## src/rtl/turfio_bus_master.sv

```systemverilog
// TURFIO-side initiator for the byte-serial TURF register bus (nCS / WnR / 8-bit DIO).
// Turns single 32-bit read/write requests into address + 4 data bytes, LSB first.
module turfio_bus_master #(
  parameter int unsigned TURNAROUND = 1,
  parameter int unsigned GAP        = 1
) (
  input  logic        clk_i,
  input  logic        rst_n_i,
  input  logic        req_i,
  input  logic        we_i,
  input  logic [7:0]  addr_i,
  input  logic [31:0] wdat_i,
  output logic        busy_o,
  output logic        ack_o,
  output logic [31:0] rdat_o,
  output logic        nCS_o,
  output logic        WnR_o,
  output logic [7:0]  dio_o,
  output logic        dio_oe_o,
  input  logic [7:0]  dio_i
);

  localparam logic [2:0] StIdle  = 3'd0;
  localparam logic [2:0] StAddr  = 3'd1;
  localparam logic [2:0] StWdata = 3'd2;
  localparam logic [2:0] StTurn  = 3'd3;
  localparam logic [2:0] StRdata = 3'd4;
  localparam logic [2:0] StDone  = 3'd5;

  localparam logic [2:0] TurnLast = 3'(TURNAROUND - 1);
  localparam logic [2:0] GapLast  = 3'(GAP - 1);

  logic [2:0]  state_q, state_d;
  logic [2:0]  cnt_q, cnt_d;
  logic        we_q, we_d;
  logic [31:0] wdat_q, wdat_d;
  logic [23:0] rbuf_q, rbuf_d;
  logic [31:0] rdat_q, rdat_d;
  logic [7:0]  dio_q, dio_d;
  logic        ncs_q, ncs_d;
  logic        wnr_q, wnr_d;
  logic        oe_q, oe_d;
  logic        ack_q, ack_d;
  logic        busy_q, busy_d;

  always_comb begin
    state_d = state_q;
    cnt_d   = cnt_q;
    we_d    = we_q;
    wdat_d  = wdat_q;
    rbuf_d  = rbuf_q;
    rdat_d  = rdat_q;
    dio_d   = dio_q;

    case (state_q)
      StIdle: begin
        if (req_i) begin
          state_d = StAddr;
          we_d    = we_i;
          wdat_d  = wdat_i;
          dio_d   = addr_i;
        end
      end
      StAddr: begin
        cnt_d   = 3'd0;
        state_d = we_q ? StWdata : StTurn;
      end
      StWdata: begin
        if (cnt_q == 3'd3) begin
          state_d = StDone;
          cnt_d   = 3'd0;
        end else begin
          cnt_d = cnt_q + 3'd1;
        end
      end
      StTurn: begin
        if (cnt_q == TurnLast) begin
          state_d = StRdata;
          cnt_d   = 3'd0;
        end else begin
          cnt_d = cnt_q + 3'd1;
        end
      end
      StRdata: begin
        case (cnt_q[1:0])
          2'd0:    rbuf_d[7:0]   = dio_i;
          2'd1:    rbuf_d[15:8]  = dio_i;
          2'd2:    rbuf_d[23:16] = dio_i;
          default: ;
        endcase
        if (cnt_q == 3'd3) begin
          // Last byte goes straight into rdat so it is valid with ack.
          state_d = StDone;
          cnt_d   = 3'd0;
          rdat_d  = {dio_i, rbuf_q};
        end else begin
          cnt_d = cnt_q + 3'd1;
        end
      end
      StDone: begin
        if (cnt_q == GapLast) begin
          state_d = StIdle;
          cnt_d   = 3'd0;
        end else begin
          cnt_d = cnt_q + 3'd1;
        end
      end
      default: begin
        state_d = StIdle;
        cnt_d   = 3'd0;
      end
    endcase

    // Outputs are decoded from the next state so they register in step with it.
    if (state_d == StWdata) begin
      case (cnt_d[1:0])
        2'd0:    dio_d = wdat_q[7:0];
        2'd1:    dio_d = wdat_q[15:8];
        2'd2:    dio_d = wdat_q[23:16];
        default: dio_d = wdat_q[31:24];
      endcase
    end

    ncs_d  = !(state_d inside {StAddr, StWdata, StTurn, StRdata});
    wnr_d  = !(state_d inside {StTurn, StRdata});
    oe_d   = state_d inside {StAddr, StWdata};
    busy_d = (state_d != StIdle);
    ack_d  = (state_d == StDone) && (state_q != StDone);
  end

  always_ff @(posedge clk_i or negedge rst_n_i) begin
    if (!rst_n_i) begin
      state_q <= StIdle;
      cnt_q   <= 3'd0;
      we_q    <= 1'b0;
      wdat_q  <= 32'd0;
      rbuf_q  <= 24'd0;
      rdat_q  <= 32'd0;
      dio_q   <= 8'd0;
      ncs_q   <= 1'b1;
      wnr_q   <= 1'b1;
      oe_q    <= 1'b0;
      ack_q   <= 1'b0;
      busy_q  <= 1'b0;
    end else begin
      state_q <= state_d;
      cnt_q   <= cnt_d;
      we_q    <= we_d;
      wdat_q  <= wdat_d;
      rbuf_q  <= rbuf_d;
      rdat_q  <= rdat_d;
      dio_q   <= dio_d;
      ncs_q   <= ncs_d;
      wnr_q   <= wnr_d;
      oe_q    <= oe_d;
      ack_q   <= ack_d;
      busy_q  <= busy_d;
    end
  end

  assign busy_o   = busy_q;
  assign ack_o    = ack_q;
  assign rdat_o   = rdat_q;
  assign nCS_o    = ncs_q;
  assign WnR_o    = wnr_q;
  assign dio_o    = dio_q;
  assign dio_oe_o = oe_q;

endmodule

```

## config.mk

```make
export PLATFORM = sky130hd
export DESIGN_NAME = turfio_bus_master
export DESIGN_NICKNAME = d
export VERILOG_FILES = /design/src/rtl/turfio_bus_master.sv
export SDC_FILE = /design/constraint.sdc
export NUM_CORES = 1
export LEC_CHECK = 0
export ABC_CLOCK_PERIOD_IN_PS = 3770
export CAP_MARGIN = 20
export CORE_ASPECT_RATIO = 0.6
export CORE_UTILIZATION = 38
export DETAILED_ROUTE_END_ITERATION = 8
export PLACE_DENSITY = 0.62
export SLEW_MARGIN = 30
export SYNTH_ARGS = -nofsm -noshare
export SYNTH_HDL_FRONTEND = slang
export SYNTH_SLANG_ARGS = --single-unit
```

## constraint.sdc

```tcl
create_clock -name clk_i -period 3.77 [get_ports clk_i]
set_clock_uncertainty 0.05 [all_clocks]
set_input_delay 0.754 -clock clk_i [delete_from_list [all_inputs] [get_ports clk_i]]
set_output_delay 0.754 -clock clk_i [all_outputs]
set_load 0.03 [all_outputs]
```

Word level (Yosys, flattened, before mapping) --
Cells that the tools add are included.
Word-level totals: RAM bits 0, output and inout port bits 45, flip-flop bits (word level) 108, latch bits 0, bits of input ports 52, memories 0, bits in read-only memories 0, word-level logic and storage cells 66
Cells by class: multiplexer cells 13, order comparisons 0, bitwise gates (word level) 0, shifts and indexed selects 0, reductions and logical operators 21, multipliers 0, divide/modulo/power cells 0, equal/unequal tests 16, add/sub/neg operators 1
Operator list (count):
- $mux 8 | 3
- $pmux 8 s3 | 1
- $mux 3 | 6
- $eq 3x2->1 const B | 5
- $pmux 3 s5 | 1
- $eq 3x3->1 const B | 4
- $reduce_and 2->1 | 6
- $pmux 3 s3 | 1
- $reduce_bool 2->1 | 4
- $eq 3x1->1 const B | 2
- $logic_not 3->1 | 2
- $eq 2x1->1 const B | 2
- $eq 2x2->1 const B | 2
- $logic_not 2->1 | 2
- $reduce_bool 4->1 | 1
- $reduce_or 2->1 | 2
- $add 3x1->3 const B | 1
- $ne 3x3->1 const B | 1
- $reduce_bool 3->1 | 1
- $logic_not 1->1 | 2
- $logic_and 1x1->1 | 1
- $mux 1 | 1

Depth between registers and ports, before layout --
word-level depth 6, mapped depth 9, mapped depth without buffers 7

Worst setup path after synthesis --
OpenSTA, ideal clock, no wires.
path type flip-flop to flip-flop, start point reg, netlist name cnt_q[0], end point reg wdat_q[29], period minus slack after synthesis 2279 ps, library setup time 127 ps, buffers on the path 1, required time 3593 ps, arrival time 2101 ps, setup slack 1491 ps, stages on the path, launching flop included 8, path through dfrtp_1 -> inv_1 -> ha_1 -> and3b_1 -> o32a_1 -> nor3_4 -> buf_4 -> mux2_1
RTL lines:
- end signal, assigned | line 149 | wdat_q <= wdat_d;
- end, declared | line 36 | logic [31:0] wdat_q, wdat_d;

Worst setup path in the final report --
start point reg cnt_q[0], end point reg dio_q[1] (netlist: dio_o[1])
On the way: cells in the longest elaborated chain, start to end 6, elaborated cells on any way between the ends 19, those cells by class add/sub: 1; eq/ne: 4; mux: 9; reduce/logical: 5
Ends and longest elaborated chain:
- start, declared | line 34 | logic [2:0] cnt_q, cnt_d;
- start signal, assigned | line 147 | cnt_q <= cnt_d;
- $add 3x1->3 (tied with other cells)
- $mux 3, on equally long branches
- $pmux 3 s3 or $pmux 3 s5 (tied branches) | line 55 | case (state_q)
- $eq 2x2->1 (tied with other cells) | line 116 | case (cnt_d[1:0])
- $pmux 8 s3 or $reduce_bool 2->1 (tied branches)
- $mux 8 or $reduce_and 2->1 (tied branches)
- end signal, assigned | line 152 | dio_q <= dio_d;
- end, declared | line 39 | logic [7:0] dio_q, dio_d;
Parallel ways exist; a longest one is shown, timed or not. A chain may end at the register's enable or synchronous reset.

==> results.cfg <==
[run_status]
run_status = finished, final reports clean

[timing]
min_period_ns = 3.06
grt_setup_unrepaired = no
post-route-period-util_pct = 81.3
relSlewSlack_pct = 51.7
tightest_slew_ns = 0.724
setup_viol = 0
fmax_ghz = 0.326
slew_viol_final = 0
setup_slack_ns = 0.706
finalHoldViolCount = 0
final.setup.tns_ns = 0

[route]
vias = 3572
detail_route.wl_per_cell_um = 18.0
ant_nets = 0
dr.first_iter.drc_count = 202
drc = 0
wl_um = 11800
dr.pass1.iters = 5
via_per_inst = 5.47

[floorplanning]
dieArea_um2 = 13500
ios = 97
die_x_um = 150
initial_utilization_pct = 40.1
die_y_um = 90.5
rows = 31
core-area_um2 = 12400

[synth]
ys_types = 37
synth_ff_type = dfrtp_1
synth_nets = 455
synth_edf_count = 0
synth_area_um2 = 4960
synthCells = 397
async_flop_share_pct = 100
yosysWarnings = 0
ys_ff_latch = 108
seq_area_frac_synth_pct = 54.5
post_synth.cell_area_avg_um2 = 12.5

[placement]
pre_cts_slack_ns = 0.846
port_buffers = 96
gp_congestion = 0.902
dp_hpwl_um = 8620

[clock_tree]
path_clk_slew_ns = 0.07
post_cts_buffers = 0
h-tree-depth = 3
cts_buffers = 9
cts_resized = 0
holdBufCountCts = 0
cts.sinks = 108
cts_tree = yes
root_buffer = clkbuf_16
ctsLongestPathBuffers = 2
insertion_delay_ns = 0.35

[finish]
antenna_cells = 0
nets = 541
drive_above_1_share_pct = 24.0
syn_to_final_growth_pct = 27.7

[power]
p_comb_share_pct = 46.4
p_seq_share_pct = 37.4
leakagePower_nw = 2.64
p_clk_share_pct = 16.1
vdd_ir_drop_max_v = 0.000383
p_switching_mw = 2.30
fin_total_pwr_mw = 5.71
switching_share_pct = 40.3
intPower_mw = 3.41
powerDensity_nw_per_um2 = 900

[critical_path]
endpoint_kind = flop
path_class = flop to flop
cp.arrival_ns = 3.22
crit_required_ns = 3.92
crit_fanout = 20
cp-start-kind = flop

[global_route]
grt_util_all_layers_pct = 18.7
grt_pass1_wl_um = 19400
grt_pass1_vias = 3592
overflow = 0
grt_start_max_net_pins = 62
antenna_found_initial = 1

[flow_run]
drv_cap = 0

[worst_hold_path]
hold_path_class = input port to async pin
[sequential cells by signal, indices dropped and copies added, names as in the netlist]
name and flops:
busy_o 1, dio_o 8, nCS_o 1, rbuf_q 24, dio_oe_o 1, cnt_q 3, wdat_q 32, WnR_o 1
state_q 3, rdat_o 32, ack_o 1, we_q 1
[Yosys cell counts, drive strengths merged, types with 2 or more instances]
cell | count | share of area [%]
o211ai | 24 | 3.6
dfrtp | 106 | 53
nand3b | 2 | 0.30
nand2 | 30 | 2.3
o32ai | 16 | 2.8
ha | 6 | 1.5
o22ai | 18 | 2.3
nand2b | 4 | 0.50
dfstp | 2 | 1.1
o21a | 2 | 0.30
and3b | 2 | 0.35
clkbuf | 11 | 0.83
mux2i | 2 | 0.40
buf | 16 | 2.1
nor2b | 4 | 0.50
o21ai | 13 | 1.3
a21oi | 5 | 0.50
nor2 | 7 | 0.53
mux2 | 90 | 20
inv | 13 | 0.98
nor3 | 4 | 0.63
and2 | 3 | 0.38
a31oi | 8 | 1.0
[logic make-up (layout without fill, tap and decap cells)]
family / after synthesis / in the layout / synth area share (%)
compound gates: 90 / 90 / 12.9
xor+xnor: 1 / 1 / 0.177
fa+ha+maj: 6 / 6 / 1.51
buf+inv: 40 / 131 / 3.93
flops: 108 / 108 / 54.5
mux: 92 / 92 / 20.8
simple gates: 60 / 60 / 6.10
[worst max-delay path: stages, from the launching register on]
cell and delay, ns:
dfrtp_1 0.47, inv_1 0.12, ha_1 0.72, nand3b_1 0.60, o22ai_1 0.34, o21ai_0 0.11, o211ai_1 0.36, o211ai_1 0.14
[power groups by stage]
stage                     combinational [mW]  sequential (mW)  clock [mW]
after floorplan                         1.73             2.25           0
after global placement                  2.57             2.12           0
after detailed placement                2.64             2.15           0
after CTS                               2.65             2.12       0.952
after global routing                    2.87             2.20       0.993
final                                   2.65             2.13       0.922
[final cells by class]
cell class | instances | area, um2
clock buffer | 10 | 239
clock inverter | 6 | 56.3
fill | 1043 | 6030
inverter | 13 | 48.8
multi-input combinational | 249 | 2070
sequential | 108 | 2710
tap | 165 | 206
timing repair buffer | 102 | 1020
[worst paths after layout]
check	from	end	slack (ns)	depth (start not counted)
max	cnt_q[0]	dio_o[1]	0.71	7
min	rst_n_i	wdat_q[10]	0.36	1
max reg2reg	cnt_q[0]	dio_o[1]	0.71	7
min reg2reg	rbuf_q[0]	rbuf_q[0]	0.45	1
max in group asynchronous	rst_n_i	rbuf_q[19]	2.58	2
min in group clk_i	rbuf_q[0]	rbuf_q[0]	0.45	1
[routing by layer]
layer  global-route usage (%)  vias up  wire (um)
li1                         -     1639          -
met1                     28.9     1785       5940
met2                     25.0      132       4750
met3                     5.35       14        972
met4                     5.02        2        112
met5                        0        -         13
[through the flow]
step           hold slack [ns]  utilization, %  area, um2  std cells
3_5_place_dp             0.438            48.8       6040        637
3_3_place_gp             0.434            48.8       6040        637
2_1_floorplan            0.408               -       4960        397
6_report                 0.359            51.2       6340        653
5_1_grt                  0.414            51.2       6340        653
4_1_cts                  0.385            51.2       6340        653
[placed cells by master, fill, tap and decap left out, types with 6 or more instances in the layout]
| cell | count |
|---|---|
| o32ai_1 | 16 |
| o211ai_1 | 24 |
| o21ai_0 | 13 |
| nor2_1 | 7 |
| buf_4 | 6 |
| mux2_2 | 86 |
| inv_1 | 13 |
| nand2_1 | 30 |
| a31oi_1 | 8 |
| clkdlybuf4s50_1 | 95 |
| clkbuf_16 | 9 |
| ha_1 | 6 |
| dfrtp_1 | 106 |
| o22ai_1 | 18 |
Note: power is estimated with default switching activity, not from simulation.
